`config.mk`:
```
export PLATFORM = sky130hd
export DESIGN_NAME = serial_sum_collector
export DESIGN_NICKNAME = d
export VERILOG_FILES = /design/src/rtl/serial_pkg.sv /design/src/rtl/sipo_bit_slot.sv /design/src/rtl/serial_sum_collector.sv
export SDC_FILE = /design/constraint.sdc
export NUM_CORES = 1
export LEC_CHECK = 0
export ABC_CLOCK_PERIOD_IN_PS = 1600
export BUFFER_PORTS_ARGS = -buffer_cell sky130_fd_sc_hd__buf_4
export CELL_PAD_IN_SITES_DETAIL_PLACEMENT = 1
export CELL_PAD_IN_SITES_GLOBAL_PLACEMENT = 2
export CORE_UTILIZATION = 27
export DETAILED_ROUTE_END_ITERATION = 8
export PLACE_DENSITY = 0.68
export SETUP_SLACK_MARGIN = 0.2
export SLEW_MARGIN = 10
export SYNTH_ARGS = -nofsm -noshare
export SYNTH_HDL_FRONTEND = slang
export SYNTH_SLANG_ARGS = --single-unit
export TNS_END_PERCENT = 30
```
`constraint.sdc`:
```
create_clock -name clk -period 1.6 [get_ports clk]
set_input_delay 0.48 -clock clk [delete_from_list [all_inputs] [get_ports clk]]
set_output_delay 0.48 -clock clk [all_outputs]
set_load 0.05 [all_outputs]
```
`src/rtl/serial_pkg.sv`:
```
// Shared definitions for the serial adder datapath: collector FSM encoding,
// default word width and the bit-counter width helper.
package serial_pkg;

    localparam int DEFAULT_WIDTH = 4;

    typedef enum logic [1:0] {
        IDLE  = 2'd0,
        SHIFT = 2'd1,
        HOLD  = 2'd2
    } state_t;

    function automatic int cnt_width(input int w);
        return (w <= 2) ? 1 : $clog2(w);
    endfunction

endpackage

```
`src/rtl/sipo_bit_slot.sv`:
```
// Indexed-write register: one bit is written in place per enabled cycle.
module sipo_bit_slot #(
    parameter int WIDTH = 4,
    parameter int IW    = 2
) (
    input  logic             clk,
    input  logic             rst,
    input  logic             wr_en,
    input  logic [IW-1:0]    wr_idx,
    input  logic             wr_bit,
    output logic [WIDTH-1:0] q
);

    always_ff @(posedge clk) begin
        if (!rst) begin
            q <= '0;
        end else if (wr_en) begin
            q[wr_idx] <= wr_bit;
        end
    end

endmodule

```
`src/rtl/serial_sum_collector.sv`:
```
// Collects an LSB-first serial sum plus final carry into one parallel word
// behind a valid/ready handshake. SERIAL_COLLECT_SAT_EN enables saturation on carry.
module serial_sum_collector
    import serial_pkg::*;
#(
    parameter int WIDTH = DEFAULT_WIDTH
) (
    input  logic             clk,
    input  logic             rst,
    input  logic             start,
    input  logic             s_in,
    input  logic             cout_in,
    output logic [WIDTH-1:0] out_sum,
    output logic             out_carry,
    output logic             out_valid,
    input  logic             out_ready,
    output logic             busy,
    output logic             drop
);

    localparam int CW = cnt_width(WIDTH);
    localparam logic [CW-1:0] LAST = CW'(WIDTH - 1);

    state_t          state, state_nxt;
    logic [CW-1:0]   cnt;
    logic [CW-1:0]   wr_idx;
    logic            wr_en;
    logic            restart;
    logic            last;
    logic            drop_nxt;
    logic [WIDTH-1:0] slot_q;

    always_ff @(posedge clk) begin
        if (!rst) state <= IDLE;
        else      state <= state_nxt;
    end

    always_comb begin
        state_nxt = state;
        wr_en     = 1'b0;
        wr_idx    = cnt;
        restart   = 1'b0;
        last      = 1'b0;
        drop_nxt  = 1'b0;
        case (state)
            IDLE: begin
                if (start) begin
                    wr_en     = 1'b1;
                    wr_idx    = '0;
                    restart   = 1'b1;
                    state_nxt = SHIFT;
                end
            end
            SHIFT: begin
                wr_en = 1'b1;
                // A new start abandons the partial word without signalling drop.
                if (start) begin
                    wr_idx  = '0;
                    restart = 1'b1;
                end else if (cnt == LAST) begin
                    last      = 1'b1;
                    state_nxt = HOLD;
                end
            end
            HOLD: begin
                if (out_ready) begin
                    if (start) begin
                        wr_en     = 1'b1;
                        wr_idx    = '0;
                        restart   = 1'b1;
                        state_nxt = SHIFT;
                    end else begin
                        state_nxt = IDLE;
                    end
                end else if (start) begin
                    drop_nxt = 1'b1;
                end
            end
            default: state_nxt = IDLE;
        endcase
    end

    always_ff @(posedge clk) begin
        if (!rst) begin
            cnt       <= '0;
            out_carry <= 1'b0;
            drop      <= 1'b0;
        end else begin
            drop <= drop_nxt;
            if (restart) begin
                cnt <= CW'(1);
            end else if (last) begin
                cnt       <= '0;
                out_carry <= cout_in;
            end else if (state == SHIFT) begin
                cnt <= cnt + CW'(1);
            end
        end
    end

    sipo_bit_slot #(.WIDTH(WIDTH), .IW(CW)) u_slot (
        .clk    (clk),
        .rst    (rst),
        .wr_en  (wr_en),
        .wr_idx (wr_idx),
        .wr_bit (s_in),
        .q      (slot_q)
    );

`ifdef SERIAL_COLLECT_SAT_EN
    logic sat;

    always_ff @(posedge clk) begin
        if (!rst)      sat <= 1'b0;
        else if (last) sat <= cout_in;
    end

    assign out_sum = sat ? '1 : slot_q;
`else
    assign out_sum = slot_q;
`endif

    assign out_valid = (state == HOLD);
    assign busy      = (state == SHIFT);

endmodule

```
==> After elaboration in Yosys (flattened, before gate mapping) <==
Index checks and enable logic that the tools add are counted.
{ "classes": {"add_sub_neg": 1, "magnitude_cmp": 2, "eq_ne": 7, "n_mux": 22, "bitwise": 3, "n_reduce_logical": 8} }
{ "ops": {"columns": ["cell", "count"], "rows": [
  ["$mux 2", 6],
  ["$mux 1", 10],
  ["$pmux 2 s3", 1],
  ["$reduce_or 3->1", 2],
  ["$bwmux 4", 1],
  ["$eq 2x2->1 const B", 2],
  ["$ne 2x1->1 const B", 2],
  ["$ne 2x2->1 const B", 2],
  ["$pmux 2 s2", 1],
  ["$reduce_and 4->1", 1],
  ["$lt 2x3->1 const B", 1],
  ["$not 1->1", 3],
  ["$pmux 1 s3", 1],
  ["$reduce_bool 3->1", 1],
  ["$add 2x1->2 const B", 1],
  ["$demux 1 s2", 1],
  ["$eq 2x1->1 const B", 1],
  ["$ge 2x1->1 const B", 1],
  ["$logic_not 2->1", 1],
  ["$pmux 1 s2", 1],
  ["$reduce_and 2->1", 1],
  ["$reduce_or 2->1", 1],
  ["$logic_and 1x1->1", 1]
]} }
{ "totals": {"reg_bits": 10, "input_bits": 6, "output_inout_bits": 8} }

==> Depth between registers and ports, before layout <==
{ "depth": {"ltp_word": 8, "mapped_depth": 5} }

==> Modules after synthesis <==
A second synthesis with hierarchy kept.
{ "unflattened": {"hier_cells": 52, "area_unflattened_um2": 490.5} }
{ "modules_own_cells": {"columns": ["mod", "n_inst", "cells_each", "area_per_inst_um2", "seq_area_each_um2"], "rows": [
  ["serial_sum_collector", 1, 35, 319.1, 120.1],
  ["sipo_bit_slot", 1, 17, 171.4, 80.1]
]} }

==> Worst setup path after synthesis <==
No wires, ideal clock.
{ "synth_path": {"path_kind": "register -> output", "start": "reg state[0]", "end": "out busy", "arrival_ns": 1.170, "setup_slack_ns": -0.050, "stages_incl_launch_ff": 3, "path_cell_list": "dfxtp_1 -> buf_6 -> nor2b_1"} }
{ "synth_via": {"elab_chain_cells": 1} }
{ "synth_lines": {"columns": ["element", "line", "source"], "rows": [
  ["from (decl)", "serial_sum_collector.sv:24", "state_t state, state_nxt;"],
  ["from (signal assigned)", "serial_sum_collector.sv:35", "else state <= state_nxt;"],
  ["$eq 2x1->1", "serial_sum_collector.sv:124", "assign busy = (state == SHIFT);"],
  ["to (decl)", "serial_sum_collector.sv:17", "output logic busy,"]
]} }
No other way between the ends.

==> Worst setup path in the final report <==
{ "layout_path": {"start": "reg state[0]", "end": "out out_valid"} }
{ "layout_via": {"elab_chain_cells": 1} }
{ "layout_lines": {"columns": ["element", "line", "source"], "rows": [
  ["$eq 2x2->1", "serial_sum_collector.sv:123", "assign out_valid = (state == HOLD);"],
  ["to (decl)", "serial_sum_collector.sv:15", "output logic out_valid,"]
]} }
No other way between the ends.

==> metrics.txt <==
status=finished, final reports clean; fin. max-slew vios=0; initial antenna violation count=0; setup TNS=0 ns; largest net degree at the start of global routing=12; core area=1727 um2; Hold Violations, Final=0; row cnt=15; post-synth cell types=23; Area growth, synth to finish=38.48%; area of the multi-input gates=262.8 um2; Max Root-Sink Buffers=2; gr usage total=14.14%; Nets=83; H-tree Lvls=1; post-place setup slack=around 0.17 ns; TritonCTS Buffers=3; clock sink count=10; Worst Path Buf+Inv=1; CTS tree=yes; CP required=about 1.1 ns; Setup Skew=0.006223 ns; initial core utilization=approximately 29%; final global-route overflow total=0; unrepaired setup endpoints after global routing=yes; die span in y=~45 um; Setup Crit Path Kind=reg2out; Yosys reg bits=10; number of global-route vias before repair=~460; Routed Antenna Nets=0; Die X=between 40 and 50 um; Post-Synthesis Cells=between 50 and 60; # setup viols final=0; CTS Root Buffer Type=clkbuf_4; first-pass GRT wire length=1959 um; PnR worst setup slack=between 0.1 and 0.15 ns; fillers=around 230; Final min period=approximately 1.5 ns; mean post-synth cell area=slightly below 9 um2; critical path's slowest cell=dfxtp_4; peak supply drop=between 0.3 and 0.4 mV; FMAX=approximately 680 MHz; routed len/inst=roughly 12 um; CP arrival=1.00 ns; 1st-pass router iterations=4; Top delay family on crit path=flip-flops; antenna cells=0; I/O pin count=14; die area=about 2000 um2; final WL=1194 um; Clk Latency, worst-skew pair=0.27 ns; cell area after synthesis=between 400 and 500 um2; drc violations=0; Hold-fix buffers, CTS=0; CTS clock-pin slew for the worst setup and hold paths=approximately 0.08 ns; smallest hold slack=0.4664 ns; sequential share of the synthesized area=about two fifths; worst-path fanout max=3; Synth Warn #=0; Finished Core Util=between 30% and 40%; Net Count, Synth=64; worst min path class=reg2reg; dpl hpwl=approximately 840 um; share of cells above drive strength 1=36.00%; Worst Tran Pin Value=approximately 0.36 ns; vias=approximately 480; delay of the slowest cell on the worst path=between 0.3 and 0.4 ns; PwrDens=871.4 nW/um2; Placer Congestion=~0.69; LEAKAGE=0.2995 nW; crit start category=flip-flop; worst path cell trace=and2b_2 > buf_6; Max-Cap Viols=0; DR vias/cell=around 4.8; Worst setup EP type=output pin; drt initial violations=6; fin crit share=between 90% and 100%; Max-slew headroom=75.84%; port bufs=13; register area=207.7 um2
==> layout by cell type, fill, tap and decap left out <==
cell type / count
nor2_1: 2
ha_1: 1
a21oi_1: 4
a21boi_0: 1
o221ai_1: 1
and2b_2: 1
o21ai_0: 4
nand3b_2: 1
dfxtp_1: 8
nor2b_2: 1
mux2i_1: 3
and3_1: 1
a31oi_1: 1
nor2b_1: 2
nand3_1: 5
inv_1: 3
buf_4: 15
o22ai_1: 1
clkbuf_4: 3
a22oi_1: 1
dfxtp_4: 2
and2_1: 3
nand2_1: 7
clkbuf_8: 1
buf_6: 2
nor3b_4: 1
==> Yosys cell counts <==
cell       n  area (um2)
dfxtp_1   10       200.2
nand2_1    7       26.28
nand3_1    5       25.02
a21oi_1    4       20.02
o21ai_0    4       20.02
and2_1     3       18.77
inv_1      3       11.26
mux2i_1    3       30.03
nor2b_1    3       18.77
nor2_1     2       7.510
a21boi_0   1       7.510
a22oi_1    1       7.510
a31oi_1    1       6.260
and2b_2    1       8.760
and3_1     1       6.260
buf_4      1       7.510
buf_6      1       11.26
clkbuf_1   1       3.750
ha_1       1       12.51
nand3b_2   1       11.26
nor3b_4    1       18.77
o221ai_1   1       8.760
o22ai_1    1       6.260
==> state kept, by name, indices dropped and copies added (netlist names) <==
signal / flops
u_slot.q: 4
cnt: 2
state: 2
drop: 1
out_carry: 1
==> cell families after synthesis <==
family,share of synthesized area [%]
compound gates,15.45
mux,6.076
buf+inv,6.835
simple gates,28.61
fa+ha+maj,2.531
flops,40.51
==> layer usage <==
metal,GRT usage (%),share of wire (%),vias up
met5,0,0,-
met4,10.91,3.0,0
met3,2.400,3.7,5
met2,22.65,47,14
met1,16.79,47,223
li1,-,-,233
==> tightest hold or removal path: stages (launching register included) <==
cell	delay (ns)
dfxtp_1	0.31
nand2_1	0.05
mux2i_1	0.06
==> timing repair <==
item | 4_1_cts | 5_1_grt
endpoints found under the setup margin | 2 | 4
gates resized for setup | 6 | 0
endpoints found under the hold margin | 0 | 0
setup buffers | 2 | 0
==> through the flow <==
step / std cells / total power, W / instance area, um2
final: 100 / 0.0005964 / 684.4
after global placement: 94 / 0.0003570 / 618.1
after floorplan: 57 / 0.0003311 / 496.7
after detailed placement: 94 / 0.0003577 / 618.1
after global routing: 100 / 0.0006191 / 684.4
after CTS: 100 / 0.0005997 / 684.4
==> path summary, 6_finish.rpt <==
kind	start	to	slack (ns)	cells past startpoint
max reg2reg	state[1]$_SDFFE_PN0P_	u_slot.q[1]$_SDFFE_PN0P_	0.26	5
min reg2reg	u_slot.q[2]$_SDFFE_PN0P_	u_slot.q[2]$_SDFFE_PN0P_	0.47	2
min	u_slot.q[2]$_SDFFE_PN0P_	u_slot.q[2]$_SDFFE_PN0P_	0.47	2
max	state[0]$_SDFFE_PN0P_	out_valid	0.12	2
==> cell type report <==
cell class / count / area share, %
timing repair buffer: 17 / 19.74
sequential: 10 / 30.35
inverter: 3 / 1.645
tap: 25 / 4.570
multi-input combinational: 41 / 38.39
clock buffer: 4 / 5.302
==> power by group <==
group	internal, W	switching, W	leakage, nW
clock	0.000138	0.000103	0.0210
combinational	0.0000412	0.0000540	0.196
sequential	0.000255	0.00000486	0.0828
total	0.000434	0.000162	0.299
Note: power is estimated with default switching activity, not from simulation.
